`config.mk`:
```
export PLATFORM = sky130hd
export DESIGN_NAME = muldiv_ctrl_flat
export DESIGN_NICKNAME = d
export VERILOG_FILES = /design/src/rtl/muldiv_ctrl_pkg.sv /design/src/rtl/muldiv_ctrl_if.sv /design/src/rtl/muldiv_ctrl_iter.sv /design/src/rtl/muldiv_ctrl.sv /design/src/flat_wrapper.sv
export SDC_FILE = /design/constraint.sdc
export NUM_CORES = 2
export LEC_CHECK = 0
export BUFFER_PORTS_ARGS = -buffer_cell sky130_fd_sc_hd__buf_2
export CAP_MARGIN = 20
export CORE_ASPECT_RATIO = 2
export CORE_UTILIZATION = 50
export CTS_CLUSTER_SIZE = 25
export DETAILED_ROUTE_END_ITERATION = 6
export PLACE_DENSITY = 0.68
export SKIP_CTS_REPAIR_TIMING = 1
export SLEW_MARGIN = 15
export SYNTH_ARGS = -nofsm -noshare
export SYNTH_HDL_FRONTEND = slang
export SYNTH_SLANG_ARGS = --single-unit
```
`constraint.sdc`:
```
create_clock -name clk -period 7.4 [get_ports clk]
set_clock_uncertainty 0.15 [all_clocks]
set_input_delay 0.74 -clock clk [delete_from_list [all_inputs] [get_ports clk]]
set_output_delay 0.74 -clock clk [all_outputs]
set_load 0.02 [all_outputs]
```
`src/rtl/muldiv_ctrl_pkg.sv`:
```
// Shared pipes package: MDU op encoding, controller states
// and small operand-shaping helpers.
package muldiv_ctrl_pkg;

  typedef enum logic [3:0] {
    MDU_MUL,
    MDU_MULW,
    MDU_DIV,
    MDU_DIVU,
    MDU_REM,
    MDU_REMU,
    MDU_DIVW,
    MDU_DIVUW,
    MDU_REMW,
    MDU_REMUW
  } mdu_op_t;

  typedef enum logic [1:0] {
    S_IDLE,
    S_BUSY,
    S_DONE
  } mdu_state_t;

  function automatic logic is_mul(input mdu_op_t op);
    return op inside {MDU_MUL, MDU_MULW};
  endfunction

  function automatic logic is_w(input mdu_op_t op);
    return op inside {MDU_MULW, MDU_DIVW, MDU_DIVUW,
                      MDU_REMW, MDU_REMUW};
  endfunction

  function automatic logic is_sgn(input mdu_op_t op);
    return op inside {MDU_DIV, MDU_REM, MDU_DIVW, MDU_REMW};
  endfunction

  function automatic logic is_rem(input mdu_op_t op);
    return op inside {MDU_REM, MDU_REMU, MDU_REMW, MDU_REMUW};
  endfunction

  function automatic logic [63:0] sext32(input logic [31:0] v);
    return {{32{v[31]}}, v};
  endfunction

  function automatic logic [63:0] ext(input mdu_op_t op,
                                      input logic [63:0] v);
    if (!is_w(op)) return v;
    if (is_sgn(op)) return sext32(v[31:0]);
    return {32'b0, v[31:0]};
  endfunction

  function automatic logic [63:0] wfix(input mdu_op_t op,
                                       input logic [63:0] v);
    return is_w(op) ? sext32(v[31:0]) : v;
  endfunction

endpackage

```
`src/rtl/muldiv_ctrl_if.sv`:
```
// Execute-stage <-> MDU request/result bundle.
interface muldiv_ctrl_if;
  import muldiv_ctrl_pkg::*;

  logic        valid_i;
  mdu_op_t     op_i;
  logic [63:0] a_i;
  logic [63:0] b_i;
  logic        flush_i;
  logic        ready_o;
  logic        busy_o;
  logic        done_o;
  logic [63:0] c_o;

  modport master (
    output valid_i, op_i, a_i, b_i, flush_i,
    input  ready_o, busy_o, done_o, c_o
  );

  modport slave (
    input  valid_i, op_i, a_i, b_i, flush_i,
    output ready_o, busy_o, done_o, c_o
  );

endinterface

```
`src/rtl/muldiv_ctrl_iter.sv`:
```
// One shift-add (mul) or restoring-subtract (div) step.
module muldiv_iter (
  input  logic        mul_i,
  input  logic [63:0] x_i,
  input  logic [63:0] y_i,
  input  logic [63:0] z_i,
  output logic [63:0] x_o,
  output logic [63:0] y_o,
  output logic [63:0] z_o
);

  logic [64:0] sh;
  logic [64:0] df;

  // mul: x=product y=multiplicand z=multiplier
  // div: x=remainder y=divisor z=dividend/quotient
  always_comb begin
    sh  = {x_i, z_i[63]};
    df  = sh - {1'b0, y_i};
    x_o = x_i;
    y_o = y_i;
    z_o = z_i;
    if (mul_i) begin
      x_o = x_i + (z_i[0] ? y_i : 64'd0);
      y_o = {y_i[62:0], 1'b0};
      z_o = {1'b0, z_i[63:1]};
    end else if (!df[64]) begin
      x_o = df[63:0];
      z_o = {z_i[62:0], 1'b1};
    end else begin
      x_o = sh[63:0];
      z_o = {z_i[62:0], 1'b0};
    end
  end

endmodule

```
`src/rtl/muldiv_ctrl.sv`:
```
// Iterative 64-bit MUL/DIV sequencer: 64 steps per op,
// div-by-zero and signed overflow resolved in one cycle.
module muldiv_ctrl
  import muldiv_ctrl_pkg::*;
(
  input  logic         clk,
  input  logic         reset,
  muldiv_ctrl_if.slave bus
);

  mdu_state_t  state_q, state_d;
  logic [5:0]  cnt_q, cnt_d;
  mdu_op_t     op_q, op_d;
  logic        qneg_q, qneg_d;
  logic        rneg_q, rneg_d;
  logic [63:0] x_q, x_d, y_q, y_d, z_q, z_d;
  logic [63:0] c_q, c_d;
  logic [63:0] x_n, y_n, z_n;
  logic [63:0] aw, bw, minv, sraw, spec;
  logic [63:0] fraw, fin;
  logic        sgn, na, nb, dz, ovf, acc;

  muldiv_iter u_iter (
    .mul_i (is_mul(op_q)),
    .x_i   (x_q),
    .y_i   (y_q),
    .z_i   (z_q),
    .x_o   (x_n),
    .y_o   (y_n),
    .z_o   (z_n)
  );

  always_comb begin
    aw   = ext(bus.op_i, bus.a_i);
    bw   = ext(bus.op_i, bus.b_i);
    sgn  = is_sgn(bus.op_i);
    na   = sgn & aw[63];
    nb   = sgn & bw[63];
    minv = is_w(bus.op_i) ? 64'hFFFF_FFFF_8000_0000
                          : 64'h8000_0000_0000_0000;
    dz   = !is_mul(bus.op_i) && (bw == 64'd0);
    ovf  = sgn && (aw == minv) && (bw == '1);
    if (dz) sraw = is_rem(bus.op_i) ? aw : '1;
    else    sraw = is_rem(bus.op_i) ? 64'd0 : aw;
    spec = wfix(bus.op_i, sraw);
    acc  = (state_q == S_IDLE) && bus.valid_i && !bus.flush_i;
  end

  always_comb begin
    if (is_mul(op_q))      fraw = x_n;
    else if (is_rem(op_q)) fraw = rneg_q ? -x_n : x_n;
    else                   fraw = qneg_q ? -z_n : z_n;
    fin = wfix(op_q, fraw);
  end

  always_comb begin
    state_d = state_q;
    cnt_d   = cnt_q;
    op_d    = op_q;
    qneg_d  = qneg_q;
    rneg_d  = rneg_q;
    x_d     = x_q;
    y_d     = y_q;
    z_d     = z_q;
    c_d     = c_q;
    unique case (state_q)
      S_IDLE: if (acc) begin
        op_d   = bus.op_i;
        cnt_d  = 6'd0;
        qneg_d = na ^ nb;
        rneg_d = na;
        x_d    = 64'd0;
        if (dz || ovf) begin
          state_d = S_DONE;
          c_d     = spec;
        end else begin
          state_d = S_BUSY;
          if (is_mul(bus.op_i)) begin
            y_d = aw;
            z_d = bw;
          end else begin
            y_d = nb ? -bw : bw;
            z_d = na ? -aw : aw;
          end
        end
      end
      S_BUSY: begin
        x_d   = x_n;
        y_d   = y_n;
        z_d   = z_n;
        cnt_d = cnt_q + 6'd1;
        if (cnt_q == 6'd63) begin
          state_d = S_DONE;
          c_d     = fin;
        end
      end
      S_DONE:  state_d = S_IDLE;
      default: state_d = S_IDLE;
    endcase
    if (bus.flush_i) begin
      state_d = S_IDLE;
      c_d     = c_q;
    end
  end

  always_ff @(posedge clk) begin
    if (reset) begin
      state_q <= S_IDLE;
      cnt_q   <= 6'd0;
      op_q    <= MDU_MUL;
      qneg_q  <= 1'b0;
      rneg_q  <= 1'b0;
      x_q     <= 64'd0;
      y_q     <= 64'd0;
      z_q     <= 64'd0;
      c_q     <= 64'd0;
    end else begin
      state_q <= state_d;
      cnt_q   <= cnt_d;
      op_q    <= op_d;
      qneg_q  <= qneg_d;
      rneg_q  <= rneg_d;
      x_q     <= x_d;
      y_q     <= y_d;
      z_q     <= z_d;
      c_q     <= c_d;
    end
  end

  assign bus.ready_o = (state_q == S_IDLE);
  assign bus.busy_o  = (state_q == S_BUSY) || acc;
  assign bus.done_o  = (state_q == S_DONE);
  assign bus.c_o     = c_q;

endmodule

```
`src/flat_wrapper.sv`:
```
// flat-port wrapper written by rule: the top's interface ports become plain ports
module muldiv_ctrl_flat import muldiv_ctrl_pkg::*;
  (clk, reset, bus_valid_i, bus_op_i, bus_a_i, bus_b_i, bus_flush_i, bus_ready_o, bus_busy_o, bus_done_o, bus_c_o);
  muldiv_ctrl_if bus_i ();
  input  logic clk;
  input  logic reset;
  input wire logic [$bits(bus_i.valid_i)-1:0] bus_valid_i;
  input wire logic [$bits(bus_i.op_i)-1:0] bus_op_i;
  input wire logic [$bits(bus_i.a_i)-1:0] bus_a_i;
  input wire logic [$bits(bus_i.b_i)-1:0] bus_b_i;
  input wire logic [$bits(bus_i.flush_i)-1:0] bus_flush_i;
  output wire logic [$bits(bus_i.ready_o)-1:0] bus_ready_o;
  output wire logic [$bits(bus_i.busy_o)-1:0] bus_busy_o;
  output wire logic [$bits(bus_i.done_o)-1:0] bus_done_o;
  output wire logic [$bits(bus_i.c_o)-1:0] bus_c_o;
  assign bus_i.valid_i = bus_valid_i;
  assign bus_i.op_i = bus_op_i;
  assign bus_i.a_i = bus_a_i;
  assign bus_i.b_i = bus_b_i;
  assign bus_i.flush_i = bus_flush_i;
  assign bus_ready_o = bus_i.ready_o;
  assign bus_busy_o = bus_i.busy_o;
  assign bus_done_o = bus_i.done_o;
  assign bus_c_o = bus_i.c_o;
  muldiv_ctrl u_core (.clk(clk), .reset(reset), .bus(bus_i));
endmodule
```
==> flow_summary.rst <==
.. list-table::
   :header-rows: 1

   * - Metric
     - Value
   * - Run status
     - finished clean
   * - Total nets after synthesis
     - 4903
   * - CP Class
     - flop to flop
   * - Number of global-route vias before repair
     - approximately 35k
   * - All-Layer GR Usage
     - 47.6%
   * - Total congestion overflow after global routing
     - 0
   * - Period utilisation layout
     - 96.7%
   * - Max FO, Critical Path
     - 30
   * - Top cells by area, synth
     - dfxtp_1, a21oi_1, nand2_1
   * - Area growth syn-to-layout
     - 9.02%
   * - Count of pins on the block boundary
     - around 200
   * - Wire per inst
     - about 28 um
   * - Most instantiated cells after synthesis
     - nand2_1, a21oi_1, nor2_1
   * - Hold Crit Class
     - input pin to flop
   * - Max Cap Violations
     - 0
   * - Overall die height
     - approximately 350 um
   * - Core region area
     - 61000 um2
   * - Buffer type at the clock tree root
     - clkbuf_16
   * - Number of filler instances in the final layout
     - around 6.4k
   * - Pre-CTS setup slack
     - about 0.32 ns
   * - HPWL reported at the end of detailed placement
     - about 120000 um
   * - Clock period minus worst slack
     - 7.16 ns
   * - Unique masters post-synth
     - 98
   * - DR iter-0 viols
     - ~4.4k
   * - IO buf count
     - 202
   * - Global-route wire length before repair
     - 225000 um
   * - Residual DRC
     - 0
   * - RSZ-0062 raised after global routing
     - no
   * - Power per cell area
     - 159 nW/um2
   * - Mean post-synth cell area
     - 6.66 um2
   * - Data arrival time of the critical path
     - 7.51 ns
   * - Number of non-filler instances in the completed layout
     - 5447
   * - Synth warn
     - 0
   * - Count of flip-flops with a built-in enable after synthesis
     - 0
   * - Synth Register Bits
     - between 200 and 300
   * - Sinks on Clock Net
     - 270
   * - Count of nets left with antenna violations after detail routing
     - 0
   * - Clock buffer depth
     - 3
   * - Startpoint type of the worst setup path
     - flop
   * - Proportion of netlist area held by the largest area contributor
     - approximately 18%
   * - Maximum number of pins on one net before global-route repair
     - between 150 and 200
   * - Setup crit end kind
     - flop
   * - Leakage component of the power
     - roughly 13 nW
   * - Data required time at the worst endpoint
     - 7.76 ns
   * - Cell area after technology mapping
     - 30900 um2
   * - Post-synth ARST share
     - 0%
   * - Post-layout worst setup margin
     - around 0.24 ns
   * - Slew of the pin with the lowest slew margin
     - 1.38 ns
   * - Cells after synthesis
     - 4632
   * - Die footprint
     - 62800 um2
   * - Worst slew margin
     - 7.69%
   * - Antenna violations before repair
     - 9
   * - Final count of pins violating max slew
     - 0
   * - Count leader, synth
     - nand2_1
   * - Horizontal die dimension
     - 178 um
   * - Count of TritonRoute iterations in the first routing pass
     - 6
   * - Routed wire length
     - 153000 um
   * - Clock insertion delay at the later pin of the skew report
     - around 0.62 ns
   * - Clock slew at reported path FFs
     - 0.07 ns
   * - Weighted congestion reported at the end of routability-driven placement
     - 1.06
   * - Largest area contributor in the synthesized netlist
     - dfxtp_1
   * - Layout cell share with drive strength beyond 1
     - 9.70%
   * - Core Rows
     - 128
   * - TritonCTS clock tree
     - built
   * - Overall via count from detail_route
     - about 38k
   * - Max frequency
     - 140 MHz
   * - Total Negative Setup Slacks
     - 0 ns
   * - Detail-routed via count per cell
     - a little under 7
   * - Number of failing hold endpoints at the final stage
     - 0
   * - Final net count
     - slightly below 5k
   * - TritonCTS Buffers
     - 29
   * - Max IR drop VDD
     - 0.164 mV
   * - Final setup violation count
     - 0
   * - Maximum level of the CTS H-tree
     - 1
   * - Fraction of the yosys area taken by sequential cells
     - ~18%
   * - Initial cell density of the core
     - 50.6%
   * - Number of cells in the design after placement
     - 5387
   * - Prevailing post-synth register cell
     - dfxtp_1
==> worst max-delay path: stages (launching register included) <==
cell and delay [ns]:
dfxtp_4 0.55, and2_1 0.23, ha_1 0.26, a211oi_1 0.37, o21ai_0 0.31, a21oi_1 0.50
a21oi_1 0.26, a31oi_1 0.49, o31ai_1 0.24, a21oi_1 0.23, mux2i_1 0.53, o211a_1 0.50
nand3b_1 0.31, or3_1 0.47, or2_1 0.30, or2_1 0.33, or4_1 0.49, mux2i_1 0.15
a221oi_1 0.10, a221o_1 0.28
==> registers in the layout, indices dropped and copies added, names as in the netlist <==
| name | cells |
|---|---|
| u_core.state_q | 2 |
| u_core.y_q | 64 |
| u_core.op_q | 4 |
| u_core.rneg_q | 1 |
| u_core.z_q | 64 |
| u_core.bus.c_o | 64 |
| u_core.qneg_q | 1 |
| u_core.x_q | 64 |
| u_core.cnt_q | 6 |
==> worst paths after layout <==
kind                           start                  to  slack (ns)  depth (start not counted)
setup / recovery       u_core.z_q[0]  u_core.bus.c_o[63]        0.24                         19
hold / removal           bus_flush_i   u_core.state_q[0]        0.26                          2
setup reg to reg       u_core.z_q[0]  u_core.bus.c_o[63]        0.24                         19
hold reg to reg   u_core.bus.c_o[22]  u_core.bus.c_o[22]        0.30                          2
==> per-layer routing <==
layer / GRT usage (%) / wire (um) / vias to the layer above
met5: 0 / 35 / -
met4: 37.1 / 13800 / 6
met3: 9.41 / 13400 / 634
met2: 76.1 / 69400 / 2268
met1: 55.0 / 56300 / 17800
li1: - / - / 17100
==> per-stage QoR <==
stage	utilization (%)	hold WS, ns	total power [mW]	cell area, um2
floorplan	-	0.286	2.92	30900
global placement	53.4	0.278	3.68	32600
detailed placement	53.4	0.292	3.68	32600
CTS	55.0	0.245	5.26	33600
global route	55.1	0.280	5.53	33600
finish	55.1	0.263	5.36	33600
==> cells in the final DEF (no fill, tap or decap), drive strengths merged, types with 42 or more instances in the layout <==
master and instances:
nand2 597, a21oi 502, nor2 491, o21ai 351, buf 320, dfxtp 270
a211oi 192, xnor2 169, nand3 136, ha 133, nor3 133, xor2 132
inv 118, o211ai 103, and2 83, nand4 78, mux2i 69, a31oi 64
o31ai 62, nor4 53, a21o 49, or3 42
==> final cells by class <==
type	count	area [um2]	share of cell area, %
Multi-Input combinational cell	3899	23800	70.8
Clock inverter	15	186	0.554
Antenna cell	7	17.5	0.0521
Tap cell	780	976	2.90
Sequential cell	270	5410	16.1
Clock buffer	36	782	2.32
Timing Repair Buffer	322	2000	5.95
Inverter	118	443	1.32
==> logic make-up (layout without fill, tap and decap cells) <==
family          count (synthesis)  count (layout)  synth area share (%)
other cells                     0               7                     0
compound gates               1635            1635                  34.0
xor+xnor                      301             301                  8.54
mux                            77              77                  2.53
simple gates                 1751            1751                  26.1
buf+inv                       463             491                  5.79
fa+ha+maj                     135             135                  5.52
flops                         270             270                  17.5
==> power by group <==
| group | switching (mW) | internal (mW) | total (mW) |
|---|---|---|---|
| Clock | 0.716 | 0.885 | 1.60 |
| Sequential | 0.0803 | 1.52 | 1.60 |
| Combinational | 1.50 | 0.656 | 2.16 |
(Power assumes the default switching activity.)
